File: src/rtl/mc_controller.sv
// Multicycle sequencing controller: main FSM, NZCV flag register,
// condition-code evaluation, ALU op decode and FPU latency wait.
module mc_controller #(
  parameter int unsigned FPU_LAT = 1
) (
  input  logic        clk,
  input  logic        reset,
  input  logic [31:0] Instr,
  input  logic [3:0]  ALUFlags,
  output logic        PCWrite,
  output logic        RegWrite,
  output logic        MemWrite,
  output logic        IRWrite,
  output logic        AdrSrc,
  output logic [1:0]  RegSrc,
  output logic [1:0]  ALUSrcA,
  output logic [1:0]  ALUSrcB,
  output logic [1:0]  ResultSrc,
  output logic [1:0]  ImmSrc,
  output logic [3:0]  ALUControl,
  output logic [3:0]  Flags,
  output logic [3:0]  State
);

  typedef enum logic [3:0] {
    S_FETCH    = 4'd0,
    S_DECODE   = 4'd1,
    S_MEMADR   = 4'd2,
    S_MEMREAD  = 4'd3,
    S_MEMWB    = 4'd4,
    S_MEMWRITE = 4'd5,
    S_EXECUTER = 4'd6,
    S_EXECUTEI = 4'd7,
    S_ALUWB    = 4'd8,
    S_BRANCH   = 4'd9,
    S_EXECUTEM = 4'd10,
    S_EXECUTEF = 4'd11,
    S_FPUWB    = 4'd12
  } state_t;

  localparam logic [3:0] CNT_LAST = 4'(FPU_LAT - 1);

  state_t     state_q, state_d;
  logic [3:0] flags_q, flags_d;
  logic [3:0] cnt_q, cnt_d;

  logic [1:0] op;
  logic       i_bit, s_bit, is_cmp, rd_pc, is_mul, cond_pass;
  logic [3:0] cmd, cond, alu_dec;
  logic       flag_n, flag_z, flag_c, flag_v;
  logic       unused_instr;

  assign op     = Instr[27:26];
  assign i_bit  = Instr[25];
  assign cmd    = Instr[24:21];
  assign s_bit  = Instr[20];
  assign cond   = Instr[31:28];
  assign is_cmp = (cmd == 4'b1010);
  assign rd_pc  = (Instr[15:12] == 4'hF);
  assign is_mul = (Instr[7:4] == 4'b1001);
  assign unused_instr = ^{Instr[19:16], Instr[11:8], Instr[3:0]};

  assign ImmSrc = op;
  assign RegSrc = {op == 2'b01, op == 2'b10};
  assign Flags  = flags_q;
  assign State  = state_q;

  assign {flag_n, flag_z, flag_c, flag_v} = flags_q;

  always_comb begin
    cond_pass = 1'b0;
    case (cond)
      4'b0000: cond_pass = flag_z;
      4'b0001: cond_pass = !flag_z;
      4'b0010: cond_pass = flag_c;
      4'b0011: cond_pass = !flag_c;
      4'b0100: cond_pass = flag_n;
      4'b0101: cond_pass = !flag_n;
      4'b0110: cond_pass = flag_v;
      4'b0111: cond_pass = !flag_v;
      4'b1000: cond_pass = flag_c && !flag_z;
      4'b1001: cond_pass = !flag_c || flag_z;
      4'b1010: cond_pass = (flag_n == flag_v);
      4'b1011: cond_pass = (flag_n != flag_v);
      4'b1100: cond_pass = !flag_z && (flag_n == flag_v);
      4'b1101: cond_pass = flag_z || (flag_n != flag_v);
      4'b1110: cond_pass = 1'b1;
      default: cond_pass = 1'b0;
    endcase
  end

  always_comb begin
    alu_dec = 4'b0000;
    case (cmd)
      4'b0100: alu_dec = 4'b0000;
      4'b0010: alu_dec = 4'b0001;
      4'b0000: alu_dec = 4'b0010;
      4'b1100: alu_dec = 4'b0011;
      4'b1010: alu_dec = 4'b0001;
      default: alu_dec = 4'b0000;
    endcase
  end

  always_comb begin
    state_d    = S_FETCH;
    flags_d    = flags_q;
    cnt_d      = '0;
    PCWrite    = 1'b0;
    RegWrite   = 1'b0;
    MemWrite   = 1'b0;
    IRWrite    = 1'b0;
    AdrSrc     = 1'b0;
    ALUSrcA    = 2'b00;
    ALUSrcB    = 2'b00;
    ResultSrc  = 2'b00;
    ALUControl = 4'b0000;
    case (state_q)
      S_FETCH: begin
        IRWrite   = 1'b1;
        PCWrite   = 1'b1;
        ALUSrcA   = 2'b01;
        ALUSrcB   = 2'b10;
        ResultSrc = 2'b10;
        state_d   = S_DECODE;
      end
      S_DECODE: begin
        ALUSrcA   = 2'b01;
        ALUSrcB   = 2'b10;
        ResultSrc = 2'b10;
        if (cond_pass) begin
          case (op)
            2'b00:   state_d = i_bit ? S_EXECUTEI : (is_mul ? S_EXECUTEM : S_EXECUTER);
            2'b01:   state_d = S_MEMADR;
            2'b10:   state_d = S_BRANCH;
            default: state_d = S_EXECUTEF;
          endcase
        end
      end
      S_MEMADR: begin
        ALUSrcB = 2'b01;
        state_d = s_bit ? S_MEMREAD : S_MEMWRITE;
      end
      S_MEMREAD: begin
        AdrSrc  = 1'b1;
        state_d = S_MEMWB;
      end
      S_MEMWB: begin
        ResultSrc = 2'b01;
        RegWrite  = 1'b1;
        PCWrite   = rd_pc;
      end
      S_MEMWRITE: begin
        AdrSrc   = 1'b1;
        MemWrite = 1'b1;
      end
      S_EXECUTER, S_EXECUTEI: begin
        ALUSrcB    = (state_q == S_EXECUTEI) ? 2'b01 : 2'b00;
        ALUControl = alu_dec;
        if (s_bit || is_cmp) flags_d = ALUFlags;
        state_d    = is_cmp ? S_FETCH : S_ALUWB;
      end
      S_EXECUTEM: begin
        ALUControl = 4'b0100;
        if (s_bit || is_cmp) flags_d = ALUFlags;
        state_d    = S_ALUWB;
      end
      S_ALUWB: begin
        RegWrite = 1'b1;
        PCWrite  = rd_pc;
      end
      S_BRANCH: begin
        ALUSrcB   = 2'b01;
        ResultSrc = 2'b10;
        PCWrite   = 1'b1;
      end
      S_EXECUTEF: begin
        // Counter is zero on entry because every other state clears it.
        cnt_d   = cnt_q + 4'd1;
        state_d = (cnt_q == CNT_LAST) ? S_FPUWB : S_EXECUTEF;
      end
      S_FPUWB: begin
        ResultSrc = 2'b11;
        RegWrite  = 1'b1;
      end
      default: state_d = S_FETCH;
    endcase
    if (reset) begin
      PCWrite  = 1'b0;
      RegWrite = 1'b0;
      MemWrite = 1'b0;
      IRWrite  = 1'b0;
    end
  end

  always_ff @(posedge clk) begin
    if (reset) begin
      state_q <= S_FETCH;
      flags_q <= '0;
      cnt_q   <= '0;
    end else begin
      state_q <= state_d;
      flags_q <= flags_d;
      cnt_q   <= cnt_d;
    end
  end

endmodule

File: config.mk
export PLATFORM = sky130hd
export DESIGN_NAME = mc_controller
export DESIGN_NICKNAME = d
export VERILOG_FILES = /design/src/rtl/mc_controller.sv
export SDC_FILE = /design/constraint.sdc
export NUM_CORES = 1
export LEC_CHECK = 0
export CORE_MARGIN = 5
export CORE_UTILIZATION = 40
export CTS_CLUSTER_SIZE = 8
export DETAILED_ROUTE_END_ITERATION = 7
export HOLD_SLACK_MARGIN = 0.03
export PLACE_DENSITY = 0.92
export RECOVER_POWER = 25
export SYNTH_ARGS = -nofsm -noshare
export SYNTH_HDL_FRONTEND = slang
export SYNTH_SLANG_ARGS = --single-unit
export TNS_END_PERCENT = 30
File: constraint.sdc
create_clock -name clk -period 3.15 [get_ports clk]
set_input_delay 0.7875 -clock clk [delete_from_list [all_inputs] [get_ports clk]]
set_output_delay 0.7875 -clock clk [all_outputs]
set_load 0.005 [all_outputs]
# After elaboration in Yosys (flattened, before gate mapping)
# Index checks and enable logic that the tools add are counted.
# totals
regBits	12
out_inout_bits	27
word_cells	90
# classes
n_addsub	1
n_eq_ne	35
muxes	24
bitwise_logic	1
reduce_logical	26
# op_table
op	count
$eq 4x4->1 const B	16
$eq 4x3->1 const B	8
$pmux 4 s7	1
$eq 4x2->1 const B	5
$pmux 2 s3	3
$logic_not 4->1	4
$mux 4	4
$reduce_or 2->1	8
$pmux 1 s15	1
$pmux 4 s3	1
$mux 1	10
$reduce_or 3->1	3
$eq 4x1->1 const B	2
$pmux 4 s2	1
$mux 3	2
$add 4x1->4 const B	1
$logic_not 1->1	4
$logic_or 1x1->1	3
$eq 2x1->1 const B	1
$eq 2x2->1 const B	1
$logic_and 1x1->1	2
$logic_not 2->1	1
$pmux 1 s2	1
$reduce_and 2->1	1
3 further kinds	3

# Longest topological paths before layout
# logic_depth
ltp_word	6
ltp_mapped	6
mapped_depth_nobuf	6

# Least setup slack after synthesis
# Ideal clock, no wire load.
# synth_timing
path_type	input-to-output
start	in Instr[21]
end	out ALUControl[1]
arrival_time_ns	1.625
slack_ns	0.738
stages	2
path_buffers	0
path_cell_list	or4b_2 nor3_1
# synth_via
elab_chain_cells	4
elab_cells_between_ends	7
classes_between	3 x eq/ne; 2 x mux; 2 x reduce/logical
# synth_lines
item	line_no	text
start: declaration	8	input logic [31:0] Instr,
$eq 4x4->1 or $eq 4x2->1 (tied branches)	94	case (cmd)
$reduce_or 2->1 (no source line)	-	
$pmux 2 s3 *	94	
$pmux 4 s2 *	117	case (state_q)
end: declaration	20	output logic [3:0] ALUControl,
# Every way passes the cells marked *; elsewhere a longest branch is shown, timed or not.

# Worst setup path after layout
# layout_timing
start	in reset
end	out PCWrite
# layout_via
elab_chain_cells	1
# layout_lines
item	line_no	text
start: declaration	7	input logic reset,
$mux 1	187	if (reset) begin
end: declaration	10	output logic PCWrite,
# Every way passes these cells.

==> key figures <==
Status
  – Status: complete, no violations

Final layout
  – Diode count: 0
  – Final nets: 226
  – Syn-to-layout area delta: 49.5%
  – Filler instances: 216
  – Multi-input logic area: 738 um2
  – Final Instance Area: 0.00161 mm2
  – Share of cells above drive strength 1: 10.3%
  – Register area: 240 um2

STA
  – Min cycle time layout: 3.03 ns
  – RSZ-0062 raised after global routing: no
  – Final Cycle Share: 96.1%
  – Clock skew: 0.00746 ns
  – Maximum clock rate: 331 MHz
  – Final Setup Violations: 0
  – Slew margin rel.: 64.5%
  – Slew Limit Fails: 0
  – Fin. Hold Viols: 0
  – Worst-Margin Slew: 0.530 ns

Worst hold path
  – Worst hold path class: reg2reg
  – Hold Crit Start: cnt_q[0]
  – Hold path depth: 1
  – Hold endpoint: cnt_q[0]

Routing
  – Post-DRT Antenna Nets: 0
  – Top routing layer used: met4
  – DRT met1 WL: 1190 um
  – Final WL: 3030 um
  – Met2 routed WL: 1550 um
  – DRT Pass-1 Iters: 4
  – Avg WL per Cell: 14.1 um
  – Iter 0 DRT Violations: 69
  – WL met3: 237 um
  – Vias: 1,170
  – Residual DRC: 0
  – Vias per inst: 5.44

Clocking
  – CTS sink cnt: 12
  – CTS Buf Count: 3
  – Root Buffer: clkbuf_4
  – H-tree levels: 1
  – CTS tree: built
  – Setup Buffers After CTS: 0
  – Worst skew pair latency: 0.28 ns
  – Clock buffer depth: 2
  – Clock transition at path regs: 0.08 ns

Power
  – Pwr Total: 435 uW
  – VDD IR max: 186 uV
  – PD cells: 271 mW/mm2
  – LEAKAGE: 0.000639 uW

Critical path
  – CP Cell Sequence: clkdlybuf4s50_1 -> a211oi_1 -> nand2_1 -> a21oi_1 -> clkdlybuf4s50_1
  – Crit path kind: in2out
  – CP Capture Type: output port
  – CP required: 2.36 ns
  – Worst Path Max Fanout: 5
  – Crit-path most repeated cell: clkdlybuf4s50_1
  – Buffers and inverters on the worst path: 2
  – Arr. time, crit path: 2.24 ns
  – Crit-path slowest cell: clkdlybuf4s50_1
  – R2R cell count: 3
  – CP Launch Type: input port
  – R2r endpoint: State[2]
  – CP max stage delay: 0.51 ns
  – Critical R2R Launch: State[0]
  – Critical path's top delay family: buffers and inverters
  – Reg2Reg Setup Slack: 1.42 ns
  – Crit. Startpoint: reset

Synthesis
  – Count of warnings emitted by yosys: 0
  – Sequential fraction of the synthesis area: 22.4%
  – Post-Syn Area per Cell: 7.73 um2
  – Cell with the most instances after synthesis: nor2_1
  – Fraction of registers with async set/reset: 0%
  – Post-synth top cells: nor2_1 (21), dfxtp_1 (12), inv_1 (8)
  – Yosys reg bits: 12
  – Synth area leader: dfxtp_1
  – Post-Syn Area: 0.00107 mm2
  – Post-synth EDFFs: 0
  – Post-Syn Instances: 139
  – Synth unique cells: 48
  – Synth Flop Type: dfxtp_1
  – Top-area cell type share of the netlist area: 22.4%
  – Top cells by area, synth: dfxtp_1 (22%), nor2_1 (7.3%), mux2i_1 (6.5%)

Placed design
  – Hpwl dp: 2410 um
  – I/O Buffers: 50
  – Final GP Congestion: 0.838
  – Placed Area: 0.00157 mm2

GRT
  – Largest net degree at the start of global routing: 16
  – First-pass GRT wire length: 4650 um
  – Total grt overflow: 0
  – Total track usage: 16.3%
  – Vias in the first global route: 1,133
  – Initial antenna violation count: 0

Floorplan
  – Die Y: 61.8 um
  – Die area: 0.00382 mm2
  – # IOs: 65
  – Row cnt: 18
  – Chip Width: 61.8 um
  – Core area: 0.00252 mm2
  – Initial core utilization: 42.6%

Job
  – MaxCap Viol Count: 0
metrics by stage:
stage / instances / utilization, % / TNS [ns] / hold WS (ns) / worst slack, ns
after floorplan: 140 / - / 0 / 0.430 / 0.738
final: 215 / 63.7 / 0 / 0.489 / 0.124
after CTS: 215 / 63.4 / 0 / 0.494 / 0.0619
after global routing: 215 / 63.7 / 0 / 0.523 / 0.0201
after detailed placement: 211 / 62.1 / -0.300 / 0.473 / -0.193
after global placement: 211 / 62.1 / -0.294 / 0.440 / -0.189
where the power goes:
group | internal (uW) | switching [uW]
combinational | 85.4 | 58.3
clock | 70.4 | 54.7
sequential | 156 | 10.6
sequential cells by signal, indices dropped and copies added, names as in the netlist:
signal / cells
Flags: 4
State: 4
cnt_q: 4
cell usage in the layout (no fill, tap or decap), types with 2 or more instances in the layout:
cell type         n
nand2_1           6
clkbuf_4          3
dfxtp_1          12
nor2_1           21
clkdlybuf4s50_1  44
nand2b_1          5
xor2_1            3
a21oi_1           4
buf_4             3
xnor2_1           4
nor3_1            3
o21ai_0           4
nor3b_1           3
nor2b_1           3
nand3_1           5
nor4bb_1          2
ha_1              2
mux2i_1           7
inv_1             8
o2111ai_1         2
and3b_1           2
conb_1            2
or4b_2            2
dlygate4sd2_1     2
dlygate4sd3_1     4
o31ai_1           4
cell families after synthesis:
logic type	share of synthesized area (%)
adder cells (fa/ha/maj)	2.33
AND/OR/NAND/NOR	35.6
multiplexers	7.57
flip-flops	22.4
XOR/XNOR	5.70
buffers and inverters	10.4
other	0.349
AO/OA/AOI/OAI	15.7
worst max-delay path by stage:
stage,to,slack [ns],cells past startpoint
2_1_floorplan,ALUControl[1],0.74,2
3_3_place_gp,ALUControl[1],-0.19,4
3_5_place_dp,ALUControl[1],-0.19,4
4_1_cts,IRWrite,0.06,4
5_1_grt,PCWrite,0.02,5
6_report,PCWrite,0.12,5
final cells by class:
| type | instances | area share (%) |
|---|---|---|
| clock buffers | 4 | 2.26 |
| multi-input cells | 107 | 46.0 |
| inverters | 8 | 1.87 |
| well taps | 30 | 2.34 |
| flip-flops and latches | 12 | 15.0 |
| repair buffers | 54 | 32.6 |
routing by layer:
layer	vias up	GRT usage [%]
met5	-	0
li1	580	-
met3	7	3.93
met4	0	6.36
met2	46	30.6
met1	537	17.3
what timing repair did:
item	4_1_cts	5_1_grt
pin swaps	0	1
endpoints found under the setup margin	2	2
endpoints found under the hold margin	0	0
hold buffers	0	0
gates resized for setup	2	2
(Power assumes the default switching activity.)
